--- src/rtl/full_adder_pkg.sv ---
// Shared constants and result type for the registered ripple-carry adder.
// Optional overflow output is controlled by FULL_ADDER_OVERFLOW_EN.
package full_adder_pkg;

  localparam int WIDTH_DEFAULT = 1;
  localparam int WIDTH_MAX     = 64;

  // {carry, sum} at the default operand width
  typedef logic [WIDTH_DEFAULT:0] result_t;

  // Widest result any legal instance can produce
  typedef logic [WIDTH_MAX:0] result_max_t;

endpackage

--- src/rtl/full_adder_bit.sv ---
// Combinational 1-bit full-adder cell; one link of the ripple carry chain.
module full_adder_bit (
  input  logic a,
  input  logic b,
  input  logic cin,
  output logic s,
  output logic cout
);

  logic p;

  assign p    = a ^ b;
  assign s    = p ^ cin;
  assign cout = (a & b) | (cin & p);

endmodule

--- src/rtl/full_adder.sv ---
// Registered WIDTH-bit ripple-carry adder with valid qualifier, one-cycle latency.
// Define FULL_ADDER_OVERFLOW_EN to add the registered two's-complement overflow output.
module full_adder
  import full_adder_pkg::*;
#(
  parameter int WIDTH = WIDTH_DEFAULT
) (
  input  logic             clk,
  input  logic             rst,
  input  logic [WIDTH-1:0] a,
  input  logic [WIDTH-1:0] b,
  input  logic             cin,
  input  logic             in_valid,
  output logic [WIDTH-1:0] sum,
  output logic             carry,
  output logic             out_valid
`ifdef FULL_ADDER_OVERFLOW_EN
  ,
  output logic             overflow
`endif
);

  logic [WIDTH:0]   c;
  logic [WIDTH-1:0] s;

  assign c[0] = cin;

  // Plain ripple: each cell's carry-out feeds the next cell's carry-in
  for (genvar i = 0; i < WIDTH; i++) begin : g_bit
    full_adder_bit u_bit (
      .a    (a[i]),
      .b    (b[i]),
      .cin  (c[i]),
      .s    (s[i]),
      .cout (c[i+1])
    );
  end

  // Result registers load only on valid input, so idle-cycle operands never reach the outputs
  always_ff @(posedge clk or posedge rst) begin
    if (rst) begin
      sum       <= '0;
      carry     <= 1'b0;
      out_valid <= 1'b0;
`ifdef FULL_ADDER_OVERFLOW_EN
      overflow  <= 1'b0;
`endif
    end else begin
      out_valid <= in_valid;
      if (in_valid) begin
        sum      <= s;
        carry    <= c[WIDTH];
`ifdef FULL_ADDER_OVERFLOW_EN
        overflow <= c[WIDTH] ^ c[WIDTH-1];
`endif
      end
    end
  end

endmodule

--- config.mk ---
export PLATFORM = sky130hd
export DESIGN_NAME = full_adder
export DESIGN_NICKNAME = d
export VERILOG_FILES = /design/src/rtl/full_adder_pkg.sv /design/src/rtl/full_adder_bit.sv /design/src/rtl/full_adder.sv
export SDC_FILE = /design/constraint.sdc
export NUM_CORES = 1
export LEC_CHECK = 0
export ABC_CLOCK_PERIOD_IN_PS = 800
export BUFFER_PORTS_ARGS = -buffer_cell sky130_fd_sc_hd__buf_2
export CAP_MARGIN = 20
export CORE_AREA = 2 2 39 41
export DETAILED_ROUTE_END_ITERATION = 10
export DIE_AREA = 0 0 41 43
export PLACE_DENSITY_LB_ADDON = 0.2
export SETUP_SLACK_MARGIN = 0.02
export SLEW_MARGIN = 10
export SYNTH_ARGS = -nofsm -noshare
export SYNTH_HDL_FRONTEND = slang
export SYNTH_SLANG_ARGS = --single-unit
export TNS_END_PERCENT = 10
--- constraint.sdc ---
create_clock -name clk -period 0.8 [get_ports clk]
set_input_delay 0.08 -clock clk [delete_from_list [all_inputs] [get_ports clk]]
set_output_delay 0.08 -clock clk [all_outputs]
set_load 0.02 [all_outputs]
==> results of run 1 <==
worst min-delay path by stage:
stage,endpoint,slack [ps]
final,sum,130
after floorplan,carry,-170
after global placement,carry,-50
after global routing,sum,130
after detailed placement,carry,-50
after CTS,sum,120
cell type report:
type                    count  area (um^2)  share of cell area, %
flip-flops and latches      3         75.1                   31.3
well taps                  16         20.0                   8.33
repair buffers             10         72.6                   30.2
inverters                   1         3.75                   1.56
multi-input cells           3         42.5                   17.7
clock buffers               4         26.3                   10.9
registers in the layout, indices dropped and copies added (netlist names):
signal and count:
carry 1, out_valid 1, sum 1
per-layer routing:
layer,GRT usage [%],up-vias,wire length (um),share of wire [%]
li1,-,51,-,-
met1,4.21,47,118,46
met2,3.75,6,101,40
met3,4.71,0,35,14
met4,6.00,0,0,0
met5,0,-,0,0
metrics by stage:
step	TNS, ps	total power, mW	instance area (um^2)	cells
floorplan	-153	0.229	121	7
global placement	-411	0.268	181	31
detailed placement	-413	0.268	181	31
CTS	-112	0.584	240	37
global route	-164	0.605	240	37
finish	-55.2	0.559	240	37
cell usage in the layout, fill, tap and decap left out, drive strengths merged:
master       synthesis  layout
fa                   1       1
dfrtp                3       3
clkbuf               0       4
inv                  1       1
mux2                 2       2
buf                  0       8
dlygate4sd3          0       2
what timing repair did:
item | in CTS | in global routing
endpoints found under the hold margin | 4 | 0
resized for setup | 4 | 0
endpoints found under the setup margin | 3 | 4
gates cloned | 0 | 0
hold buffers | 2 | 0
pin swaps | 0 | 0
power groups by stage:
stage               clock [mW]  combinational, mW  sequential (mW)
CTS                      0.287              0.112            0.184
floorplan                    0             0.0225            0.206
global route             0.296              0.123            0.186
finish                   0.264              0.111            0.183
detailed placement           0             0.0859            0.182
global placement             0             0.0866            0.181
kinds of logic (layout without fill, tap and decap cells):
| logic type | count (synthesis) | count (layout) |
|---|---|---|
| DFF | 3 | 3 |
| buffers and inverters | 1 | 15 |
| adders and majority gates | 1 | 1 |
| muxes | 2 | 2 |
==> summary.txt, run 1 <==
Outcome
  • Status: complete, but fails checks
  • Failing checks: negative setup slack

Worst setup path
  • Worst path max stage delay: 380 ps
  • RR Startpoint: carry
  • WP depth: 1
  • Worst-path cell chain: buf_6
  • CP Buf/Inv Count: 1
  • Delay-heaviest family, CP: flip-flops
  • Worst R2R End: carry
  • Cells on worst reg2reg path: 1
  • End of the critical path: sum
  • Slowest cell on the critical path: dfrtp_1
  • Type of origin of the critical path: flip-flop
  • Setup crit end kind: output pin
  • Critical Path AT: 750 ps
  • CP Max Fanout: 2
  • CP Launch Point: sum
  • Crit path kind: reg2out
  • Worst R2R Setup Slack: 40 ps
  • Worst endpoint required time: 720 ps

Synthesis
  • Dominant synthesized flop cell: dfrtp_1
  • Syn nets: 14
  • Mux cell area share after synthesis: 18.6%
  • Synth warn: 0
  • Yosys top cell by area: dfrtp_1
  • Fraction of registers with async set/reset: 100%
  • XOR/XNOR Fraction of Synth Area: 0%
  • Largest family of logic cells by synthesized area: multiplexers
  • Register bit total from synthesis: 3
  • Mapped Area: 121 um^2
  • Unique masters post-synth: 4
  • Seq/Total Area, Yosys: 61.9%
  • Synth cell count leaders: dfrtp_1, mux2_2, fa_1, inv_1
  • Post-synth top area share: 61.9%
  • Most common cell in the synthesized netlist: dfrtp_1
  • EDFF count, synth: 0
  • Post-synthesis compound-gate area fraction: 0%
  • Mapped Cells: 7
  • Post-synthesis area per instance: 17.3 um^2
  • Synth Area in Adders: 16.5%
  • Dominant cells by area after synthesis: dfrtp_1, mux2_2, fa_1
  • Post-Synth Simple-Gate Area: 0%

Finish
  • Final Util: 17.4%
  • Share of cells above drive strength 1: 61.9%
  • Diodes inserted: 0
  • Final net count: 29
  • Area grow syn2layout: 97.9%
  • Fill count: 162

Power
  • Sequential Power Share: 32.8%
  • Pint: 0.422 mW
  • Combinational share of power: 19.8%
  • Clk pwr share: 47.3%
  • Switching part of the total: 24.5%
  • VDD IR max: 0.000658 V
  • Switching power: 0.137 mW
  • Pwr Density: 2330 nW/um^2
  • Leak: 0.115 nW

Clock tree
  • CTS H-tree depth: 1
  • Num CTS Buffers: 3
  • Setup Fix Bufs, Post-CTS: 0
  • Worst skew pair latency: 230 ps
  • Clock buffer depth: 2
  • CTS tree: built
  • Clk pin slew, worst setup/hold paths: 40 ps
  • Clock root buffer: clkbuf_4
  • CTS sink cnt: 3

Die
  • Die Ht: 43 um
  • Core Region: 1380 um^2
  • Starting Density: 8.77%
  • Die area: 1760 um^2
  • Core Rows: 14
  • Die width: 41 um
  • Number of I/O pins: 9

GRT
  • Vias in the first global route: 116
  • Largest net degree at the start of global routing: 4
  • Grt ovf: 0
  • Initial antenna violation count: 0
  • First-pass GRT wire length: 407 um
  • Total global-route track usage: 4.33%

Hold path
  • Hold path startpoint: in_valid
  • Hold path depth: 2
  • Hold crit path type: in2reg

Route
  • Vias per cell: 2.81
  • DRC violations left: 0
  • Pre-antenna DRT Iters: 1
  • Final WL: 255 um
  • 1st-iter DRT viols: 0
  • WL per Instance: 6.89 um
  • Vias: 104
  • Post-route ant nets: 0

STA
  • RSZ-0062 raised after global routing: yes
  • Fmax: 1210 MHz
  • Slew @ Worst Pin: 113 ps
  • Clk_skew: 0 ps
  • Setup ws final: -26.5 ps
  • # setup viols final: 3
  • Min Tclk post-route: 827 ps
  • Final Slew Violations: 0
  • Slew headroom: 92.5%
  • Final hold slack: 131 ps
  • Fin. Hold Viols: 0
  • Final worst path period share: 103%

Place
  • Detailed placement HPWL: 190 um
  • Dpl ws: -231 ps
  • Port Buf Inserts: 8
  • Routability congestion estimate: 0.649

Job
  • Maxcap violations: 0
Power figures use the tool's default switching activity.
==> inputs of run 2 (changes only) <==
Settings changed: SETUP_SLACK_MARGIN 0.02 to unset, SKIP_CTS_REPAIR_TIMING set to 1.
==> summary.txt, run 2 (synthesized netlist as in run 1, its figures left out) <==
Clock tree
  • Worst skew pair latency: 230 ps (about the same)
  • Clock buffer depth: 2 (unchanged)
  • CTS tree: built
  • CTS sink cnt: 3 (unchanged)
  • CTS H-tree depth: 1 (unchanged)
  • Clock root buffer: clkbuf_4
  • Clk pin slew, worst setup/hold paths: 40 ps (about the same)
  • Num CTS Buffers: 3 (unchanged)

STA
  • Min Tclk post-route: 827 ps (+0.000200 ps)
  • Slew @ Worst Pin: 113 ps (unchanged)
  • Fin. Hold Viols: 0 (unchanged)
  • Final Slew Violations: 0 (unchanged)
  • Setup ws final: -26.5 ps (-0.000200 ps)
  • Final hold slack: 130 ps (-0.225 ps)
  • Clk_skew: 0 ps (unchanged)
  • # setup viols final: 3 (unchanged)
  • Slew headroom: 92.5% (unchanged)
  • RSZ-0062 raised after global routing: yes
  • Fmax: 1210 MHz (unchanged)
  • Final worst path period share: 103% (about the same)

Route
  • DRC violations left: 0 (unchanged)
  • Post-route ant nets: 0 (unchanged)
  • Vias per cell: 2.81 (unchanged)
  • Vias: 104 (unchanged)
  • 1st-iter DRT viols: 0 (unchanged)
  • Final WL: 256 um (+0.39%)
  • Pre-antenna DRT Iters: 1 (unchanged)
  • WL per Instance: 6.92 um (+0.39%)

Die
  • Die area: 1760 um^2 (unchanged)
  • Core Rows: 14 (unchanged)
  • Number of I/O pins: 9 (unchanged)
  • Core Region: 1380 um^2 (unchanged)
  • Die Ht: 43 um (unchanged)
  • Die width: 41 um (unchanged)
  • Starting Density: 8.77% (unchanged)

Place
  • Detailed placement HPWL: 190 um (unchanged)
  • Routability congestion estimate: 0.649 (unchanged)
  • Port Buf Inserts: 8 (unchanged)
  • Placed insts: 31 (unchanged)
  • Dpl ws: -231 ps (unchanged)

Worst setup path
  • Type of origin of the critical path: flip-flop
  • Slowest cell on the critical path: dfrtp_1
  • Crit path kind: reg2out
  • Worst endpoint required time: 720 ps (about the same)
  • Worst path max stage delay: 380 ps (about the same)
  • Critical Path AT: 750 ps (about the same)
  • Worst R2R Setup Slack: 40 ps (about the same)
  • CP Buf/Inv Count: 1 (unchanged)
  • CP Max Fanout: 2 (unchanged)
  • Worst-path cell chain: buf_6
  • Delay-heaviest family, CP: flip-flops
  • Setup crit end kind: output pin

Power
  • Combinational share of power: 19.8% (about the same)
  • Pint: 0.422 mW (about the same)
  • Switching power: 0.137 mW (about the same)
  • Overall Power: 0.559 mW (about the same)
  • Pwr Density: 2330 nW/um^2 (about the same)
  • Clk pwr share: 47.3% (about the same)
  • Switching part of the total: 24.5% (about the same)
  • Leak: 0.115 nW (unchanged)
  • Sequential Power Share: 32.8% (about the same)
  • VDD IR max: 0.000656 V (-0.25%)

Hold path
  • Hold crit path type: in2reg

Finish
  • Leading cell types in the layout, fill and taps excluded: buf_2, dfrtp_1, clkbuf_4
  • Most common cell after layout, fill and taps aside: buf_2
  • Area grow syn2layout: 97.9% (unchanged)
  • Finished Layout Cells: 37 (unchanged)
  • Final net count: 29 (unchanged)
  • Top flop regs: carry (1), out_valid (1), sum (1)
  • Fill count: 163 (+0.62%)
  • Final Util: 17.4% (unchanged)
  • Diodes inserted: 0 (unchanged)
  • Share of cells above drive strength 1: 61.9% (unchanged)

GRT
  • First-pass GRT wire length: 358 um (-12%)
  • Largest net degree at the start of global routing: 4 (unchanged)
  • Initial antenna violation count: 0 (unchanged)
  • Total global-route track usage: 3.72% (-0.60 points)
  • Vias in the first global route: 103 (-11%)
  • Grt ovf: 0 (unchanged)

Outcome
  • Failing checks: negative setup slack
  • Status: complete, but fails checks

Job
  • Maxcap violations: 0 (unchanged)
==> run 2: cell counts in the layout (fill, tap and decap cells not counted) <==
Identical to the previous run, type by type.
==> run 2: area by class of cell <==
cell class | instances | area, um^2 | area share, %
Clock buffer | 4 | 26.3 | 10.9
Inverter | 1 | 3.75 | 1.56
Multi-Input combinational cell | 3 | 42.5 | 17.7
Sequential cell | 3 | 75.1 | 31.3
Tap cell | 16 | 20.0 | 8.33
Timing Repair Buffer | 10 | 72.6 | 30.2
==> run 2: worst paths after layout <==
check / endpoint / from / depth (start not counted)
max in group asynchronous: out_valid / rst / 3
hold / removal: sum / in_valid / 2
min in group asynchronous: carry / rst / 3
setup reg to reg: carry / carry / 1
setup / recovery: sum / sum / 1
hold reg to reg: sum / sum / 1
==> run 2: power groups by stage <==
stage	registers, mW	logic (mW)	clock network [mW]
after floorplan	0.206	0.0225	0
after global placement	0.181	0.0866	0
after detailed placement	0.182	0.0859	0
after CTS	0.180	0.0860	0.287
after global routing	0.186	0.123	0.296
final	0.183	0.111	0.264
==> run 2: per-layer routing <==
| layer | global-route usage [%] | up-vias | share of wire [%] |
|---|---|---|---|
| met5 | 0 | - | 0 |
| met4 | 4.00 | 0 | 0 |
| met3 | 4.71 | 0 | 14 |
| met2 | 3.13 | 6 | 39 |
| met1 | 3.88 | 47 | 46 |
| li1 | - | 51 | - |
==> run 2: metrics by stage <==
stage	instance area (um^2)	setup TNS, ps
after floorplan	121	-153
after global routing	240	-164
after global placement	181	-411
final	240	-55.2
after detailed placement	181	-413
after CTS	208	-130
